File: src/rtl/sbox_word_sched.sv
// sbox_word_sched: round-robin scheduler sharing one combinational AES byte
// S-box between NREQ requesters. Each accepted word is fed through the S-box
// one byte per cycle (byte 0 first) and returned as SubWord with its id.
// Optional build macro SBOX_WORD_SCHED_ROTWORD_EN adds a per-requester
// req_rot input that rotates the word left by one byte (RotWord) at accept.
module sbox_word_sched #(
    parameter int NREQ  = 2,
    parameter int BYTES = 4,
    localparam int W    = 8 * BYTES,
    localparam int IDW  = (NREQ > 1) ? $clog2(NREQ) : 1
) (
    input  logic                clk,
    input  logic                rst,
    input  logic [NREQ-1:0]     req_valid,
    output logic [NREQ-1:0]     req_ready,
    input  logic [NREQ*W-1:0]   req_data,
`ifdef SBOX_WORD_SCHED_ROTWORD_EN
    input  logic [NREQ-1:0]     req_rot,
`endif
    output logic                resp_valid,
    input  logic                resp_ready,
    output logic [IDW-1:0]      resp_id,
    output logic [W-1:0]        resp_data,
    output logic [7:0]          sbox_in,
    input  logic [7:0]          sbox_out
);

    localparam int CW = $clog2(BYTES + 1);

    typedef enum logic [1:0] {IDLE, SUB, DONE} state_t;

    state_t          state_q;
    logic [W-1:0]    work_q;
    logic [W-1:0]    work_d;
    logic [CW-1:0]   byte_cnt_q;
    logic [IDW-1:0]  last_grant_q;
    logic [IDW-1:0]  resp_id_q;
    logic [W-1:0]    resp_data_q;
    logic [W-1:0]    resp_data_d;
    logic            resp_valid_q;
    logic [IDW-1:0]  grant;
    logic [IDW-1:0]  idx;
    logic            found;
    logic [W-1:0]    granted_word;
    logic [CW+2:0]   byte_sh;

    // Round-robin search starting just after the last requester served
    always_comb begin
        grant = '0;
        found = 1'b0;
        idx   = '0;
        for (int k = 1; k <= NREQ; k++) begin
            idx = IDW'((int'(last_grant_q) + k) % NREQ);
            if (!found && req_valid[idx]) begin
                grant = idx;
                found = 1'b1;
            end
        end
    end

    // Accept handshake is offered only while idle; at most one bit set
    assign req_ready = (state_q == IDLE && found) ? (NREQ'(1) << grant) : '0;

    assign granted_word = W'(req_data >> (int'(grant) * W));

    // Word to be latched at accept, optionally rotated left by one byte
    always_comb begin
        work_d = granted_word;
`ifdef SBOX_WORD_SCHED_ROTWORD_EN
        if (req_rot[grant]) begin
            work_d = (granted_word << 8) | (granted_word >> (W - 8));
        end
`endif
    end

    assign byte_sh = {byte_cnt_q, 3'b000};

    // Current byte to the S-box; quiet (zero) when not substituting
    always_comb begin
        sbox_in     = 8'h00;
        resp_data_d = (resp_data_q & ~(W'(8'hFF) << byte_sh)) | (W'(sbox_out) << byte_sh);
        if (state_q == SUB) begin
            sbox_in = 8'(work_q >> byte_sh);
        end
    end

    // Scheduler FSM with registered response outputs
    always_ff @(posedge clk) begin
        if (rst) begin
            state_q      <= IDLE;
            resp_valid_q <= 1'b0;
            resp_id_q    <= '0;
            resp_data_q  <= '0;
            byte_cnt_q   <= '0;
            last_grant_q <= IDW'(NREQ - 1);
        end else begin
            case (state_q)
                IDLE: begin
                    if (found) begin
                        work_q     <= work_d;
                        resp_id_q  <= grant;
                        byte_cnt_q <= '0;
                        state_q    <= SUB;
                    end
                end
                SUB: begin
                    resp_data_q <= resp_data_d;
                    if (byte_cnt_q == CW'(BYTES - 1)) begin
                        byte_cnt_q   <= '0;
                        resp_valid_q <= 1'b1;
                        state_q      <= DONE;
                    end else begin
                        byte_cnt_q <= byte_cnt_q + CW'(1);
                    end
                end
                DONE: begin
                    if (resp_ready) begin
                        resp_valid_q <= 1'b0;
                        last_grant_q <= resp_id_q;
                        state_q      <= IDLE;
                    end
                end
                default: state_q <= IDLE;
            endcase
        end
    end

    assign resp_valid = resp_valid_q;
    assign resp_id    = resp_id_q;
    assign resp_data  = resp_data_q;

endmodule

File: config.mk
export PLATFORM = sky130hd
export DESIGN_NAME = sbox_word_sched
export DESIGN_NICKNAME = d
export VERILOG_FILES = /design/src/rtl/sbox_word_sched.sv
export SDC_FILE = /design/constraint.sdc
export NUM_CORES = 1
export LEC_CHECK = 0
export ABC_AREA = 1
export CAP_MARGIN = 30
export CORE_MARGIN = 4
export CORE_UTILIZATION = 45
export DETAILED_ROUTE_END_ITERATION = 6
export PLACE_DENSITY = 0.77
export REMOVE_ABC_BUFFERS = 1
export SLEW_MARGIN = 5
export SYNTH_ARGS = -nofsm -noshare
export SYNTH_HDL_FRONTEND = slang
export SYNTH_SLANG_ARGS = --single-unit
export TNS_END_PERCENT = 100
File: constraint.sdc
create_clock -name clk -period 4.22 [get_ports clk]
set_clock_uncertainty 0.1 [all_clocks]
set_input_delay 0.422 -clock clk [delete_from_list [all_inputs] [get_ports clk]]
set_output_delay 0.422 -clock clk [all_outputs]
set_load 0.02 [all_outputs]
-- Yosys cells after proc, flatten, opt, wreduce, memory -nomap -nowiden
Cells that the tools add are included.
- register bits: 72
- bits of input ports: 77
- output and inout port bits: 44
- word-level logic and storage cells: 59
- $add $sub $neg: 3
- order comparisons: 2
- eq/ne operators: 6
- shift-type cells: 5
- mux-type cells: 20
- bitwise gates (word level): 4
- reduce and logical (&&, ||, !) cells: 12
- operators with widths (operator ; count):
    >> shifter 64 x 6 -> 32 bit ; 1
    AND 32 bit ; 1
    NOT 32 bit ; 1
    bitwise OR 32 bit ; 1
    left shift 8 x 6 -> 32 bit ; 1
    left shift 8 x 6 -> 32 bit, first input constant ; 1
    >> shifter 32 x 6 -> 8 bit ; 1
    2-to-1 mux 1 bit ; 10
    AND reduction 3 bit ; 3
    2-to-1 mux 2 bit ; 4
    2-to-1 mux 8 bit ; 1
    2-to-1 mux 3 bit ; 2
    case mux 2 bit (3 select lines) ; 1
    case mux 3 bit (2 select lines) ; 1
    AND reduction 2 bit ; 3
    < comparator 1 x 2 -> 1 bit, second input constant ; 2
    != test 2 bit, second input constant ; 2
    nonzero test 2 bit ; 2
    adder 3 x 1 -> 3 bit, second input constant ; 1
    == test 3 x 2 -> 1 bit, second input constant ; 1
    adder 1 bit, second input constant ; 2
    == test 2 x 1 -> 1 bit, second input constant ; 1
    == test 2 bit, second input constant ; 1
    logical AND 1 bit ; 2
    other kinds (6) ; 6

-- Longest topological paths before layout
Gate-level depths: netlist of the first run.
- depth after elaboration: 9
- gate-level depth with buffers: 8

-- Worst setup path after synthesis of the first run
Ideal clock, no wire load.
- path kind: in2reg
- from: input rst
- to: register work_q[0] (enable)
- data arrival time: 2156 ps
- required time: 3699 ps
- slack: 1543 ps
- cell stages on the path: 3
- path buffers: 2
- cells stage by stage: buf_2 -> buf_1 -> nor2_1
- cells in the longest elaborated chain, start to end: 2
- ends and longest elaborated chain (element ; line ; RTL):
    start, declared ; 13 ; input logic rst,
    NOT 1 bit (no line) ; - ;
    AND reduction 3 bit (no line) ; - ;
    end signal, assigned ; 100 ; work_q <= work_d;
    end, declared ; 33 ; logic [W-1:0] work_q;
Every way passes these cells.
A chain may end at the register's enable or synchronous reset.

-- Worst setup path in the final report of the first run
- from: register byte_cnt_q[0]
- to: output sbox_in[2]
- cells in the longest elaborated chain, start to end: 2
- ends and longest elaborated chain (element ; line ; RTL):
    start, declared ; 35 ; logic [CW-1:0] byte_cnt_q;
    start signal, assigned ; 113 ; byte_cnt_q <= byte_cnt_q + CW'(1);
    >> shifter 32 x 6 -> 8 bit ; 83 ; sbox_in = 8'(work_q >> byte_sh);
    2-to-1 mux 8 bit ; 82 ; if (state_q == SUB) begin
    end, declared ; 24 ; output logic [7:0] sbox_in,
Every way passes these cells.

==> results of run 1 <==
==> cell families after synthesis <==
logic type,count (synthesis),synth area share [%]
compound gates,63,9.734
simple gates,241,29.42
fa+ha+maj,4,1.480
buf+inv,52,7.254
flops,72,52.11
==> worst min path at each step <==
stage | slack, ns | cells past startpoint | endpoint | startpoint
2_1_floorplan | 0.38 | 2 | last_grant_q$_SDFFE_PP1P_ | last_grant_q$_SDFFE_PP1P_
3_3_place_gp | 0.35 | 2 | resp_data[12]$_SDFFE_PP0N_ | resp_data[12]$_SDFFE_PP0N_
3_5_place_dp | 0.36 | 2 | resp_data[8]$_SDFFE_PP0N_ | resp_data[8]$_SDFFE_PP0N_
4_1_cts | 0.37 | 2 | resp_data[8]$_SDFFE_PP0N_ | resp_data[8]$_SDFFE_PP0N_
5_1_grt | 0.38 | 2 | resp_data[8]$_SDFFE_PP0N_ | resp_data[8]$_SDFFE_PP0N_
6_report | 0.37 | 2 | resp_data[8]$_SDFFE_PP0N_ | resp_data[8]$_SDFFE_PP0N_
==> routing by layer <==
layer | GRT usage (%) | vias up | share of wire (%)
met5 | 0 | - | 0
met4 | 9.135 | 0 | 2.8
met3 | 5.896 | 22 | 10
met2 | 32.71 | 147 | 46
met1 | 23.36 | 1468 | 41
li1 | - | 1624 | -
==> sequential cells by signal, summed over array words and instances (netlist names) <==
name          cells
resp_data        32
work_q           32
byte_cnt_q        3
state_q           2
last_grant_q      1
resp_id           1
resp_valid        1
==> Yosys cell counts (4+ instances only) <==
cell type    n
nor2_1      51
nand2_1    147
ha_1         4
nand4_1      4
buf_2       16
inv_1       22
inv_2        5
edfxtp_1    32
dfxtp_1     40
o21ai_1      8
o21ai_0      9
nand3_1     35
a21oi_1     44
==> critical path: stages, from the launching register on <==
cell             delay [ns]
dfxtp_1                0.68
clkinv_1               0.61
o21ai_0                0.35
a21oi_1                0.10
clkdlybuf4s50_1        0.58
==> metrics by stage <==
| stage | power (W) | util (%) | std cells |
|---|---|---|---|
| 2_1_floorplan | 0.0009731 | - | 408 |
| 3_3_place_gp | 0.001141 | 63.16 | 632 |
| 3_5_place_dp | 0.001149 | 63.16 | 632 |
| 4_1_cts | 0.001765 | 66.33 | 648 |
| 5_1_grt | 0.001839 | 66.33 | 648 |
| 6_report | 0.001754 | 66.33 | 648 |
==> where the power goes <==
group	total [W]	internal [W]	switching (W)
sequential	0.000797	0.000772	0.0000254
combinational	0.000337	0.000154	0.000183
clock	0.000620	0.000369	0.000251
total	0.00175	0.00129	0.000459
==> layout make-up <==
| class | count | area, µm² | area share (%) |
|---|---|---|---|
| Multi-Input combinational cell | 308 | 1376 | 28.45 |
| Tap cell | 99 | 123.9 | 2.561 |
| Sequential cell | 72 | 1762 | 36.42 |
| Clock inverter | 4 | 75.07 | 1.552 |
| Inverter | 28 | 105.1 | 2.173 |
| Timing Repair Buffer | 125 | 1239 | 25.61 |
| Clock buffer | 12 | 156.4 | 3.233 |
==> flow_summary.toml, run 1 <==
[synthesis]
synth.distinct_cells = 24
synth_top_area_share_pct = 28.42
yosysTopAreaCell = "edfxtp_1"
syn_area_um2 = 3381
synth_top_flop_cell = "dfxtp_1"
synth.area.top_cells = "edfxtp_1, dfxtp_1, nand2_1"
async_flop_share_pct = 0
yosysWarningCount = 0
synth_cells = 432
synth-edff-count = 32
yosysSeqAreaShare_pct = 52.11
avgSynthCellArea_um2 = 7.826
ys_ff_latch = 72

[worst_setup_path]
critical_path.endpoint = "sbox_in[2]"
cp.arrival_ns = 2.67
required_ns = 3.70
critPathLaunchType = "flip-flop"
crit_path_start = "byte_cnt_q[0]$_SDFFE_PP0P_"
reg2reg_to = "resp_data[17]$_SDFFE_PP0N_"
critPathKind = "flip-flop to primary output"
cp_max_fo = 20
reg2reg_depth = 5
regToRegSetupSlack_ns = 1.72
r2r-start = "byte_cnt_q[0]$_SDFFE_PP0P_"
cp-end-kind = "primary output"

[clock_network]
htreeDepth = 3
cts_tree = "yes"
root_buffer = "clkbuf_8"
cts.sinks = 72
cts_buffer_depth = 2
clkTransAtPathRegs_ns = 0.07
cts_hold_buf = 0
cts_resized = 0
cts_made_buffers = 9
clk_latency_ns = 0.34
cts_setup_buffers = 0

[placement]
pre_cts_slack_ns = 1.426
hpwl_um = 6275
gp_congestion = 0.8697
port_buffers = 120
place_area_um2 = 4606

[sta]
fmax_mhz = 313.1
hold_viol = 0
fin_setup_tns_ns = 0
whs_ns = 0.3658
max_slew_margin_pct = 60.58
fin_crit_sh_pct = 75.68
setup_slack_ns = 1.026
max_slew.worst_pin.slew_ns = 0.5906
rsz0062_at_grt = "false"
report.final.slew_viol_count = 0
min_period_ns = 3.194
setup_viol = 0

[drt]
via_per_inst = 5.032
drt_iter0_drc = 124
drc = 0
postRouteAntennaNets = 0
drt-total-wl_um = 8636
num_vias = 3261
drt_pre_antenna_iters = 5
drt-wirelength-per-cell_um = 13.33

[die]
row_count = 31
die_h_um = 94.68
fp.coreArea_um2 = 7292
dieArea_um2 = 8963
io_pins = 121
dieWidth_um = 94.68
floorplan.initialDensity_pct = 46.36

[final_layout]
fillers = 646
nets = 625
layout_commonest_cell = "nand2_1"
areaGrowthSynthToFinish_pct = 43.08
num_antenna_cells = 0
layout-drive-gt1-share_pct = 5.647
finish.instance_area_um2 = 4837
final_cell_mix = "nand2_1, clkdlybuf4s50_1, nor2_1"

[global_route]
grt_start_max_net_pins = 39
gr-usage-all-layers_pct = 19.70
grt_pass1_wl_um = 13680
grt_pass1_vias = 3049
antenna_found_initial = 0
grt-ovfl-total = 0

[min_path]
hp-class = "flip-flop to flip-flop"

[pwr]
leakage_nw = 1.979
p_per_area_nw_per_um2 = 362.6
peakVddDrop_v = 0.0001871

[outcome]
outcome = "finished clean"

[job]
max_cap_viol_count = 0
(Power assumes the default switching activity.)
==> run 2, diff against run 1 <==
==> constraint.sdc (replaced) <==
create_clock -name clk -period 3.3 [get_ports clk]
set_clock_uncertainty 0.1 [all_clocks]
set_input_delay 0.33 -clock clk [delete_from_list [all_inputs] [get_ports clk]]
set_output_delay 0.33 -clock clk [all_outputs]
set_load 0.02 [all_outputs]
==> run 2 against run 1 <==
Effect of this change:
- first-iteration DRC count is 23% higher
- total power up 30%
- sequential power increased by 27%
- cell count up 0.15%
- design area up 0.23%
- die area stayed put
- core utilization rose by 0.15 points
- non-clock buffer count grew 1
- worst setup slack worse by 0.60 ns
- critical endpoint is now sbox_in[0]
==> flow_summary.toml, run 2 (synthesis gave the netlist of run 1 again) <==
[pwr]
p_sw_share_pct = 25.96
p_per_area_nw_per_um2 = 469.8
p_int_w = 0.001686
power.switching_w = 0.0005914
leakage_nw = 1.982
p_total_w = 0.002278
pwr-share-comb_pct = 19.3
seqPwrFrac_pct = 44.6
peakVddDrop_v = 0.0002190
clkPwrFrac_pct = 36.1

[die]
io_pins = 121
floorplan.initialDensity_pct = 46.36
dieWidth_um = 94.68
die_h_um = 94.68
row_count = 31
fp.coreArea_um2 = 7292
dieArea_um2 = 8963

[drt]
drt_iter0_drc = 153
postRouteAntennaNets = 0
drc = 0
via_per_inst = 4.940
drt-wirelength-per-cell_um = 13.47
drt-total-wl_um = 8745
drt_pre_antenna_iters = 4
num_vias = 3206

[worst_setup_path]
critPathKind = "flip-flop to primary output"
cp.arrival_ns = 2.45
cpPeakStageDelay_ns = 0.65
reg2reg_depth = 5
slowest_stage = "clkdlybuf4s50_1"
reg2reg_to = "resp_data[16]$_SDFFE_PP0N_"
cp-end-kind = "primary output"
worstPathCellList = "nand2_4, nor2_8, inv_1, a21oi_1, clkdlybuf4s50_1"
crit_path_start = "state_q[0]$_SDFFE_PP0P_"
r2r-start = "byte_cnt_q[0]$_SDFFE_PP0P_"
critPathLaunchType = "flip-flop"
cp_max_fo = 33
required_ns = 2.87
regToRegSetupSlack_ns = 1.18

[clock_network]
cts_buffer_depth = 2
cts_made_buffers = 9
clk_latency_ns = 0.35
clkTransAtPathRegs_ns = 0.07
cts_setup_buffers = 0
cts.sinks = 72
cts_hold_buf = 0
cts_resized = 0
cts_tree = "yes"
root_buffer = "clkbuf_8"
htreeDepth = 3

[sta]
max_slew.worst_pin.slew_ns = 0.5156
fin_setup_tns_ns = 0
hold_viol = 0
setup_slack_ns = 0.4249
max_slew_margin_pct = 65.41
report.final.slew_viol_count = 0
setup_viol = 0
fin_crit_sh_pct = 87.12
fmax_mhz = 347.8
rsz0062_at_grt = "false"
min_period_ns = 2.875

[final_layout]
final_cell_mix = "nand2_1, clkdlybuf4s50_1, nor2_1"
layout_commonest_cell = "nand2_1"
nets = 626
finish.instance_area_um2 = 4848
num_antenna_cells = 0
areaGrowthSynthToFinish_pct = 43.41
layout-drive-gt1-share_pct = 5.455
fillers = 635

[global_route]
gr-usage-all-layers_pct = 20.22
grt_pass1_vias = 3052
antenna_found_initial = 0
grt-ovfl-total = 0
grt_start_max_net_pins = 38
grt_pass1_wl_um = 13930

[min_path]
holdPathStages = 2
hold_start = "resp_data[14]$_SDFFE_PP0N_"
holdPathEnd = "resp_data[14]$_SDFFE_PP0N_"
hp-class = "flip-flop to flip-flop"

[outcome]
outcome = "finished clean"

[placement]
place_area_um2 = 4613
hpwl_um = 6348
pre_cts_slack_ns = 0.8086
gp_congestion = 0.8575
port_buffers = 120

[job]
max_cap_viol_count = 0
==> run 2: changes by cell type in the layout (fill, tap and decap cells not counted) <==
| cell | before | now |
|---|---|---|
| clkbuf_8 | 11 | 9 |
| buf_4 | 5 | 6 |
| bufinv_16 | 2 | 3 |
| clkbuf_1 | 0 | 1 |
| clkbuf_2 | 1 | 0 |
| clkinv_1 | 1 | 2 |
| clkinv_2 | 0 | 1 |
| inv_4 | 1 | 0 |
==> run 2: area by class of cell <==
| cell class | count | area (µm²) | area share, % |
|---|---|---|---|
| Clock buffer | 10 | 127.6 | 2.632 |
| Timing Repair Buffer | 126 | 1246 | 25.70 |
| Clock inverter | 6 | 107.6 | 2.219 |
| Sequential cell | 72 | 1762 | 36.34 |
| Inverter | 28 | 105.1 | 2.168 |
| Multi-Input combinational cell | 308 | 1376 | 28.39 |
| Tap cell | 99 | 123.9 | 2.555 |
==> run 2: through the flow <==
step | instances | util [%] | hold slack (ns)
floorplan | 408 | - | 0.2991
detailed placement | 633 | 63.26 | 0.3565
global route | 649 | 66.49 | 0.3961
finish | 649 | 66.49 | 0.3658
global placement | 633 | 63.26 | 0.3532
CTS | 649 | 66.49 | 0.3677
==> run 2: worst max-delay path by stage <==
| stage | to | slack [ns] |
|---|---|---|
| final | sbox_in[0] | 0.42 |
| after global routing | sbox_in[6] | 0.23 |
| after CTS | sbox_in[6] | 0.39 |
| after detailed placement | sbox_in[5] | 0.81 |
| after global placement | sbox_in[7] | 0.87 |
| after floorplan | work_q[0]$_DFFE_PP_ | 0.72 |
==> run 2: routing by layer <==
| metal | GRT usage [%] | routed length, µm | up-vias |
|---|---|---|---|
| li1 | - | - | 1627 |
| met1 | 25.10 | 3753 | 1401 |
| met2 | 32.18 | 3955 | 162 |
| met3 | 6.932 | 870 | 16 |
| met4 | 8.173 | 166 | 0 |
| met5 | 0 | 0 | - |
==> run 2: power groups by stage <==
stage / logic, W / registers (W) / clock network [W]
2_1_floorplan: 0.000185 / 0.00106 / 0
3_3_place_gp: 0.000430 / 0.00103 / 0
3_5_place_dp: 0.000438 / 0.00104 / 0
4_1_cts: 0.000441 / 0.00102 / 0.000831
5_1_grt: 0.000486 / 0.00102 / 0.000875
6_report: 0.000440 / 0.00101 / 0.000823
==> run 2: worst max-delay path: cells and delay by family, from the launching register on <==
kind	cells	cell delay (ns)
compound gates	1	0.25
buf+inv	2	0.91
flops	1	0.48
simple gates	2	0.46
==> run 3, diff against run 2 <==
--- a/config.mk
+++ b/config.mk
@@ -10,7 +10,7 @@
 export CORE_MARGIN = 4
 export CORE_UTILIZATION = 45
 export DETAILED_ROUTE_END_ITERATION = 6
-export PLACE_DENSITY = 0.77
+export PLACE_DENSITY = 0.8
 export REMOVE_ABC_BUFFERS = 1
 export SLEW_MARGIN = 5
 export SYNTH_ARGS = -nofsm -noshare
==> run 3 against run 2 <==
Effect of this change:
- critical endpoint is now sbox_in[4]
- non-clock buffer count is 1 lower
- die area stayed put
- via count is 0.25% higher
- global-route usage is 0.45 points lower
- maximum frequency is 0.66% higher
- count of clock-buffer cells in the layout is 2 higher
- sequential power hardly changed
- largest power group unchanged
- combinational power hardly changed
==> flow_summary.toml, run 3 (synthesis gave the netlist of run 1 again) <==
[outcome]
outcome = "finished clean"

[die]
die_h_um = 94.68
row_count = 31
floorplan.initialDensity_pct = 46.36
dieArea_um2 = 8963
fp.coreArea_um2 = 7292
io_pins = 121
dieWidth_um = 94.68

[drt]
drt-wirelength-per-cell_um = 13.18
num_vias = 3214
postRouteAntennaNets = 0
drt_pre_antenna_iters = 4
drc = 0
via_per_inst = 4.960
drt-total-wl_um = 8543
drt_iter0_drc = 179

[final_layout]
layout_commonest_cell = "nand2_1"
layout-drive-gt1-share_pct = 5.647
layoutNonFillerInstCount = 648
final_cell_mix = "nand2_1, clkdlybuf4s50_1, nor2_1"
areaGrowthSynthToFinish_pct = 43.56
nets = 625
num_antenna_cells = 0

[global_route]
gr-usage-all-layers_pct = 19.76
gr-usage-met1_pct = 24.81
antenna_found_initial = 0
grt_start_max_net_pins = 35
grt-ovfl-total = 0
grt_pass1_wl_um = 13830
met2_usage_pct = 31.83
met3_usage_pct = 5.100
top_usage_layer = "met2"
grt_pass1_vias = 3043

[sta]
min_period_ns = 2.856
hold_viol = 0
max_slew.worst_pin.slew_ns = 0.5471
rsz0062_at_grt = "false"
report.final.slew_viol_count = 0
max_slew_margin_pct = 63.30
fmax_mhz = 350.1
fin_setup_tns_ns = 0
setup_viol = 0
setup_slack_ns = 0.4438
fin_crit_sh_pct = 86.55

[pwr]
p_total_w = 0.002288
p_per_area_nw_per_um2 = 471.4
peakVddDrop_v = 0.0002143
leakage_nw = 1.987

[worst_setup_path]
crit_path_start = "state_q[0]$_SDFFE_PP0P_"
critPathLaunchType = "flip-flop"
regToRegSetupSlack_ns = 1.36
cp.arrival_ns = 2.43
cp-end-kind = "primary output"
critPathKind = "flip-flop to primary output"
required_ns = 2.87
cp_max_fo = 33
reg2reg_to = "resp_data[23]$_SDFFE_PP0N_"
r2r-start = "byte_cnt_q[0]$_SDFFE_PP0P_"
reg2reg_depth = 5
critical_path.endpoint = "sbox_in[4]"

[clock_network]
cts_made_buffers = 9
htreeDepth = 3
cts_hold_buf = 0
cts_tree = "yes"
cts_setup_buffers = 0
clk_latency_ns = 0.35
cts_resized = 0
root_buffer = "clkbuf_8"
cts_buffer_depth = 2
clkTransAtPathRegs_ns = 0.08
cts.sinks = 72

[placement]
hpwl_um = 6079
port_buffers = 120
pre_cts_slack_ns = 0.8176
dp.cells = 632
gp_congestion = 0.8499

[min_path]
hp-class = "flip-flop to flip-flop"

[job]
max_cap_viol_count = 0
==> run 3: changes by cell type in the layout (fill, tap and decap cells not counted) <==
cell / change
buf_4: -1
inv_4: +1
clkinv_1: -1
bufinv_16: -1
clkinv_4: -1
clkbuf_1: -1
clkbuf_8: +2
clkbuf_16: +1
==> run 3: where the power goes <==
part / leakage (nW) / switching, W / total (W) / internal [W]
sequential: 0.627 / 0.0000223 / 0.00101 / 0.000987
clock: 0.128 / 0.000325 / 0.000838 / 0.000512
combinational: 1.23 / 0.000244 / 0.000441 / 0.000197
total: 1.99 / 0.000592 / 0.00229 / 0.00170
==> run 3: worst min-delay path by stage <==
stage                                           from                          to  cells after the start
after CTS                 resp_data[15]$_SDFFE_PP0N_  resp_data[15]$_SDFFE_PP0N_                      2
after global routing       resp_data[5]$_SDFFE_PP0N_   resp_data[5]$_SDFFE_PP0N_                      2
after detailed placement  resp_data[15]$_SDFFE_PP0N_  resp_data[15]$_SDFFE_PP0N_                      2
after floorplan                                  rst   resp_data[0]$_SDFFE_PP0N_                      1
after global placement    resp_data[28]$_SDFFE_PP0N_  resp_data[28]$_SDFFE_PP0N_                      2
final                     resp_data[15]$_SDFFE_PP0N_  resp_data[15]$_SDFFE_PP0N_                      2
==> run 3: final cells by class <==
type,instances,area [µm²]
clock buffer,12,176.4
clock inverter,4,71.32
sequential,72,1762
fill,598,2439
multi-input combinational,308,1376
tap,99,123.9
inverter,28,105.1
timing repair buffer,125,1239
==> run 3: critical path, cell delays in order (launching register included) <==
cell	delay [ns]
dfxtp_1	0.49
nand2_4	0.12
nor2_8	0.34
inv_1	0.27
a21oi_1	0.21
clkdlybuf4s50_1	0.63
==> run 3: per-layer routing <==
layer  vias up  wire, µm  share of wire (%)
met4         0       172                2.0
met5         -         0                  0
met2       147      3862                 45
met3        14       829                9.7
li1       1627         -                  -
met1      1426      3678                 43
==> run 3: stage by stage <==
step	hold WS (ns)	cell area (µm²)	util, %
6_report	0.3659	4853	66.56
5_1_grt	0.3888	4853	66.56
4_1_cts	0.3659	4853	66.56
3_5_place_dp	0.3549	4606	63.16
3_3_place_gp	0.3521	4606	63.16
2_1_floorplan	0.2991	3241	-
==> edit 1 (settings of run 3) <==
Build with the macro `SBOX_WORD_SCHED_ROTWORD_EN` defined.
--- a/src/rtl/sbox_word_sched.sv
+++ b/src/rtl/sbox_word_sched.sv
@@ -5,2 +5,4 @@
 // req_rot input that rotates the word left by one byte (RotWord) at accept.
+`define SBOX_WORD_SCHED_ROTWORD_EN
+
 module sbox_word_sched #(
Ports: changed (added req_rot); port bits go from 121 to 123. The function was not compared with the original's and may differ.
==> edit 1 against run 3 <==
  * Area after synthesis up 13%
  * Sequential share of layout area is 3.0 points lower
  * First-iteration DRC count is 45% lower
  * Combinational power is 17% higher
  * Synthesized cell count rose by 25%
  * Clock power is 2.9% lower
  * Power rose by 3.1%
  * Setup slack worse by 0.033 ns
  * Sequential cell count unchanged
  * Wire length rose by 12%
  * Design area up 9.2%
  * Register-to-register slack worse by 0.29 ns
==> edit 1: results (changes against run 3) <==
CRITICAL PATH
---------------------------------------------------------------------------------
Maximum fanout count along the critical path                                   20   -39%
Start point of the critical path                                     byte_cnt_q[0]
Arr. time, crit path                                                      2.46 ns   +0.03 ns

GLOBAL ROUTE
---------------------------------------------------------------------------------
Total track usage                                                          19.70%   -0.061 points
First-pass GRT wire length                                               16.04 mm   +16%
Via count of the first global-routing pass                                   3608   +19%
Maximum number of pins on one net before global-route repair                   38   +8.6%

PLACEMENT
---------------------------------------------------------------------------------
RD Place Congestion                                                        0.8407   -1.1%
Area of placed instances                                                 5051 um2   +9.7%
Port Buf Inserts                                                              122   +1.7%
DPL Wire Length                                                          7.139 mm   +17%

CLOCK TREE
---------------------------------------------------------------------------------
Post-cts sizing count                                                           0   unchanged
Hold buffer count at CTS                                                        0   unchanged
Register clock-pin slew on the reported worst setup and hold paths        0.08 ns   about the same
Root cell of the clock tree                                          sky130_fd_sc_hd__clkbuf_8
Max H-tree Level                                                                3   unchanged
Clk_lat worst skew                                                        0.34 ns

FINISH
---------------------------------------------------------------------------------
Final #Nets                                                                   734   +17%
Layout cells sized above 1                                                 5.335%   -0.31 points
Antenna fix cells                                                               0   unchanged
Filler Cell Count                                                             703   +18%

PWR
---------------------------------------------------------------------------------
Power Dens Cells                                                     445.3 nW/um2   -5.5%
Maximum resistive drop on vdd                                           0.2192 mV   +2.3%
Cell leakage power                                                       2.315 nW   +16%

DRT
---------------------------------------------------------------------------------
Final routed wire length divided by cell count                           12.60 um   -4.4%
Detail Route met2 WL                                                     4.717 mm   +22%
Number of DRC markers in iteration 0                                           99   -45%
Detailed Routing Iterations Pass 1                                              4   unchanged
Ratio of routed vias to standard cells                                      4.932   -0.57%
Met1 wire length                                                         3.914 mm   +6.4%
Length of routed met3 wiring                                               837 um   +0.97%
Topmost layer with routed signal wires                                       met4

YOSYS
---------------------------------------------------------------------------------
Most instantiated library cell after synthesis                       sky130_fd_sc_hd__nand2_1
Async S/R FF share, synth                                                      0%   unchanged
Compound-gate portion of the synthesized area                              8.423%   -1.3 points
Register area share after synthesis                                        46.15%   -6.0 points
Adder and majority gate portion of the synthesized area                    1.311%   -0.17 points
Cell types with the largest area share after synthesis               sky130_fd_sc_hd__edfxtp_1 (25%), sky130_fd_sc_hd__nand2_1 (24%), sky130_fd_sc_hd__dfxtp_1 (21%)
Count of unique library cells instantiated by Yosys                            26   +8.3%
Synth cell count leaders                                             sky130_fd_sc_hd__nand2_1 (247), sky130_fd_sc_hd__nor2_1 (50), sky130_fd_sc_hd__a21oi_1 (44)

WORST HOLD PATH
---------------------------------------------------------------------------------
Hold wc startpoint                                                   resp_data[24]
Hold/Removal Path Class                                              flip-flop to flip-flop

STATUS
---------------------------------------------------------------------------------
Outcome                                                              finished, final reports clean

STA
---------------------------------------------------------------------------------
Worst rel slew slack                                                       59.88%   -3.4 points

[edit 1: changes by cell type in the layout (fill, tap and decap cells not counted), sizes merged]
cell / before / now
buf: 5 / 8
bufinv: 2 / 1
clkbuf: 12 / 14
nand2: 148 / 250
inv: 28 / 27
clkdlybuf4s50: 120 / 122
a21oi: 45 / 44
o21ai: 17 / 18
[edit 1: worst paths after layout]
check        cells after the start             to  slack (ns)
max                              4     sbox_in[0]        0.41
min                              2  resp_data[24]        0.37
max reg2reg                      5  resp_data[23]        1.07
min reg2reg                      2  resp_data[24]        0.37
[edit 1: through the flow]
| step | std cells | setup WS (ns) |
|---|---|---|
| 6_report | 761 | 0.4105 |
| 5_1_grt | 761 | 0.1662 |
| 4_1_cts | 761 | 0.3586 |
| 3_5_place_dp | 745 | 0.7378 |
| 3_3_place_gp | 744 | 0.8295 |
| 2_1_floorplan | 510 | 0.6817 |
[edit 1: worst max-delay path, stage by stage, from the launching register on]
cell                              delay, ns
sky130_fd_sc_hd__dfxtp_1               0.57
sky130_fd_sc_hd__clkinv_1              0.54
sky130_fd_sc_hd__o21ai_0               0.34
sky130_fd_sc_hd__a21oi_1               0.10
sky130_fd_sc_hd__clkdlybuf4s50_1       0.57
[edit 1: kinds of logic after synthesis]
logic type / Yosys count
simple gates: 343
fa+ha+maj: 4
buf+inv: 58
flops: 72
compound gates: 63
[edit 1: layout make-up]
type	instances	area share, %
Multi-Input combinational cell	410	33.30
Sequential cell	72	33.25
Timing Repair Buffer	130	24.33
Clock buffer	14	3.921
Tap cell	105	2.480
Inverter	28	1.984
Clock inverter	2	0.7322
[edit 1: metal layers]
metal  track usage (%)  vias to the layer above
li1                  -                     1937
met1             23.72                     1672
met2             34.74                      134
met3             4.587                       10
met4             6.425                        0
met5                 0                        -
[edit 1: power breakdown]
group | switching, mW | internal [mW] | leakage, nW
logic | 0.290 | 0.228 | 1.56
registers | 0.0306 | 0.996 | 0.630
clock network | 0.322 | 0.492 | 0.125
total | 0.643 | 1.72 | 2.31
==> edit 2 (settings of run 3) <==
Made on the original files. Encoding of `state_t`: now one-hot (3 bits for 3 states).
--- a/src/rtl/sbox_word_sched.sv
+++ b/src/rtl/sbox_word_sched.sv
@@ -29,3 +29,3 @@
 
-    typedef enum logic [1:0] {IDLE, SUB, DONE} state_t;
+    typedef enum logic [2:0] {IDLE = 3'b001, SUB = 3'b010, DONE = 3'b100} state_t;
 
Function: no difference found for any inputs over 10 cycles, from zero or initial values and one cycle with rst high; not proved beyond that.
==> edit 2 against run 3 <==
  * Design area increased by 2.1%
  * Area after synthesis rose by 3.8%
  * Highest routed layer unchanged
  * Setup slack worse by 0.038 ns
  * Via count up 4.7%
  * Critical endpoint is now sbox_in[7]
  * Sequential cell count rose by 1
  * Power decreased by 6.8%
  * Wire length increased by 3.9%
  * Utilization is 0.34 points higher
==> edit 2: results (changes against run 3) <==
STATUS
---------------------------------------------------------------------------------
Outcome                                                              finished, final reports clean

YOSYS
---------------------------------------------------------------------------------
Compound-gate portion of the synthesized area                              8.948%   -0.79 points
Register area share after synthesis                                        50.77%   -1.3 points
Count of unique library cells instantiated by Yosys                            22   -8.3%
Cell types with the largest area share after synthesis               sky130_fd_sc_hd__edfxtp_1 (27%), sky130_fd_sc_hd__dfxtp_1 (23%), sky130_fd_sc_hd__nand2_1 (19%)
Synth cell count leaders                                             sky130_fd_sc_hd__nand2_1 (176), sky130_fd_sc_hd__nor2_1 (52), sky130_fd_sc_hd__a21oi_1 (44)
Adder and majority gate portion of the synthesized area                    1.426%   -0.054 points

PLACEMENT
---------------------------------------------------------------------------------
RD Place Congestion                                                        0.8924   +5.0%
DPL Wire Length                                                          6.525 mm   +7.3%

FINISH
---------------------------------------------------------------------------------
Non-clock buffer count                                                        126   +0.80%
Final #Nets                                                                   662   +5.9%
Count of inverters other than clock inverters in the layout                    30   +7.1%
Storage cell area                                                        1782 um2   +1.1%
Layout cells sized above 1                                                 4.437%   -1.2 points
Clk tree area frac                                                         3.913%   -1.2 points
Clk_buf instances                                                              14   +2
Final instance area                                                      4956 um2   +2.1%
Signal buffers share of area                                               25.15%   -0.38 points

CRITICAL PATH
---------------------------------------------------------------------------------
Highest-delay cell along the critical path                           sky130_fd_sc_hd__dfxtp_1
Critical path capture point                                            sbox_in[7]
FF-to-FF path depth                                                             5   unchanged
Maximum fanout count along the critical path                                   20   -39%
Internal reg-to-reg setup slack                                           1.12 ns   -0.24 ns
Reg-to-reg endpoint                                                  resp_data[21]
Stage delay of the slowest cell on the critical path                      0.59 ns   -0.04 ns
Start point of the critical path                                     byte_cnt_q[0]

DRT
---------------------------------------------------------------------------------
Number of DRC markers in iteration 0                                          133   -26%
Detail Route met2 WL                                                     4.101 mm   +6.2%
DRT Wirelength                                                           8.879 mm   +3.9%
Detailed Routing Iterations Pass 1                                              5   +1
Met1 wire length                                                         3.857 mm   +4.9%
Ratio of routed vias to standard cells                                      4.912   -0.96%

PWR
---------------------------------------------------------------------------------
Maximum resistive drop on vdd                                           0.2083 mV   -2.8%
Portion of total power attributed to sequential cells                       48.3%   +4.2 points
Net Switching                                                            586.1 uW   -0.92%
Share of total power in the clock network                                   31.6%   -5.0 points

STA
---------------------------------------------------------------------------------
Actual transition at the worst max-transition pin                       0.8819 ns   +0.3348 ns
WHS                                                                     0.3652 ns   -0.0007530 ns

CLOCK TREE
---------------------------------------------------------------------------------
Register clock-pin slew on the reported worst setup and hold paths        0.07 ns
Max H-tree Level                                                                3   unchanged
CTS max path bufs                                                               2   unchanged

GLOBAL ROUTE
---------------------------------------------------------------------------------
Via count of the first global-routing pass                                   3127   +2.8%
M2 GR Usage                                                                31.63%   -0.20 points
First-pass GRT wire length                                               13.98 mm   +1.0%
Met3 global-route usage                                                    5.551%   +0.45 points
Total track usage                                                          19.67%   -0.094 points

WORST HOLD PATH
---------------------------------------------------------------------------------
Worst min-delay path endpoint                                        resp_data[6]

==> edit 2: changes by cell type after synthesis, moves of 2 or more <==
| cell | change |
|---|---|
| sky130_fd_sc_hd__nand2_1 | +29 |
| sky130_fd_sc_hd__clkbuf_1 | +12 |
| sky130_fd_sc_hd__o21ai_0 | +8 |
| sky130_fd_sc_hd__o21ai_1 | -8 |
| sky130_fd_sc_hd__buf_2 | -7 |
| sky130_fd_sc_hd__inv_1 | +5 |
| sky130_fd_sc_hd__inv_2 | -5 |
| sky130_fd_sc_hd__nand3_1 | +4 |
| sky130_fd_sc_hd__buf_4 | -2 |
| sky130_fd_sc_hd__clkinv_1 | +2 |
| sky130_fd_sc_hd__nand4_1 | -2 |
==> edit 2: per-stage QoR <==
stage	cells	total power, mW	setup slack, ns
final	685	2.132	0.4053
after global routing	685	2.246	0.1345
after CTS	685	2.146	0.3590
after detailed placement	669	1.478	0.7547
after global placement	669	1.467	0.8022
after floorplan	444	1.273	0.6806
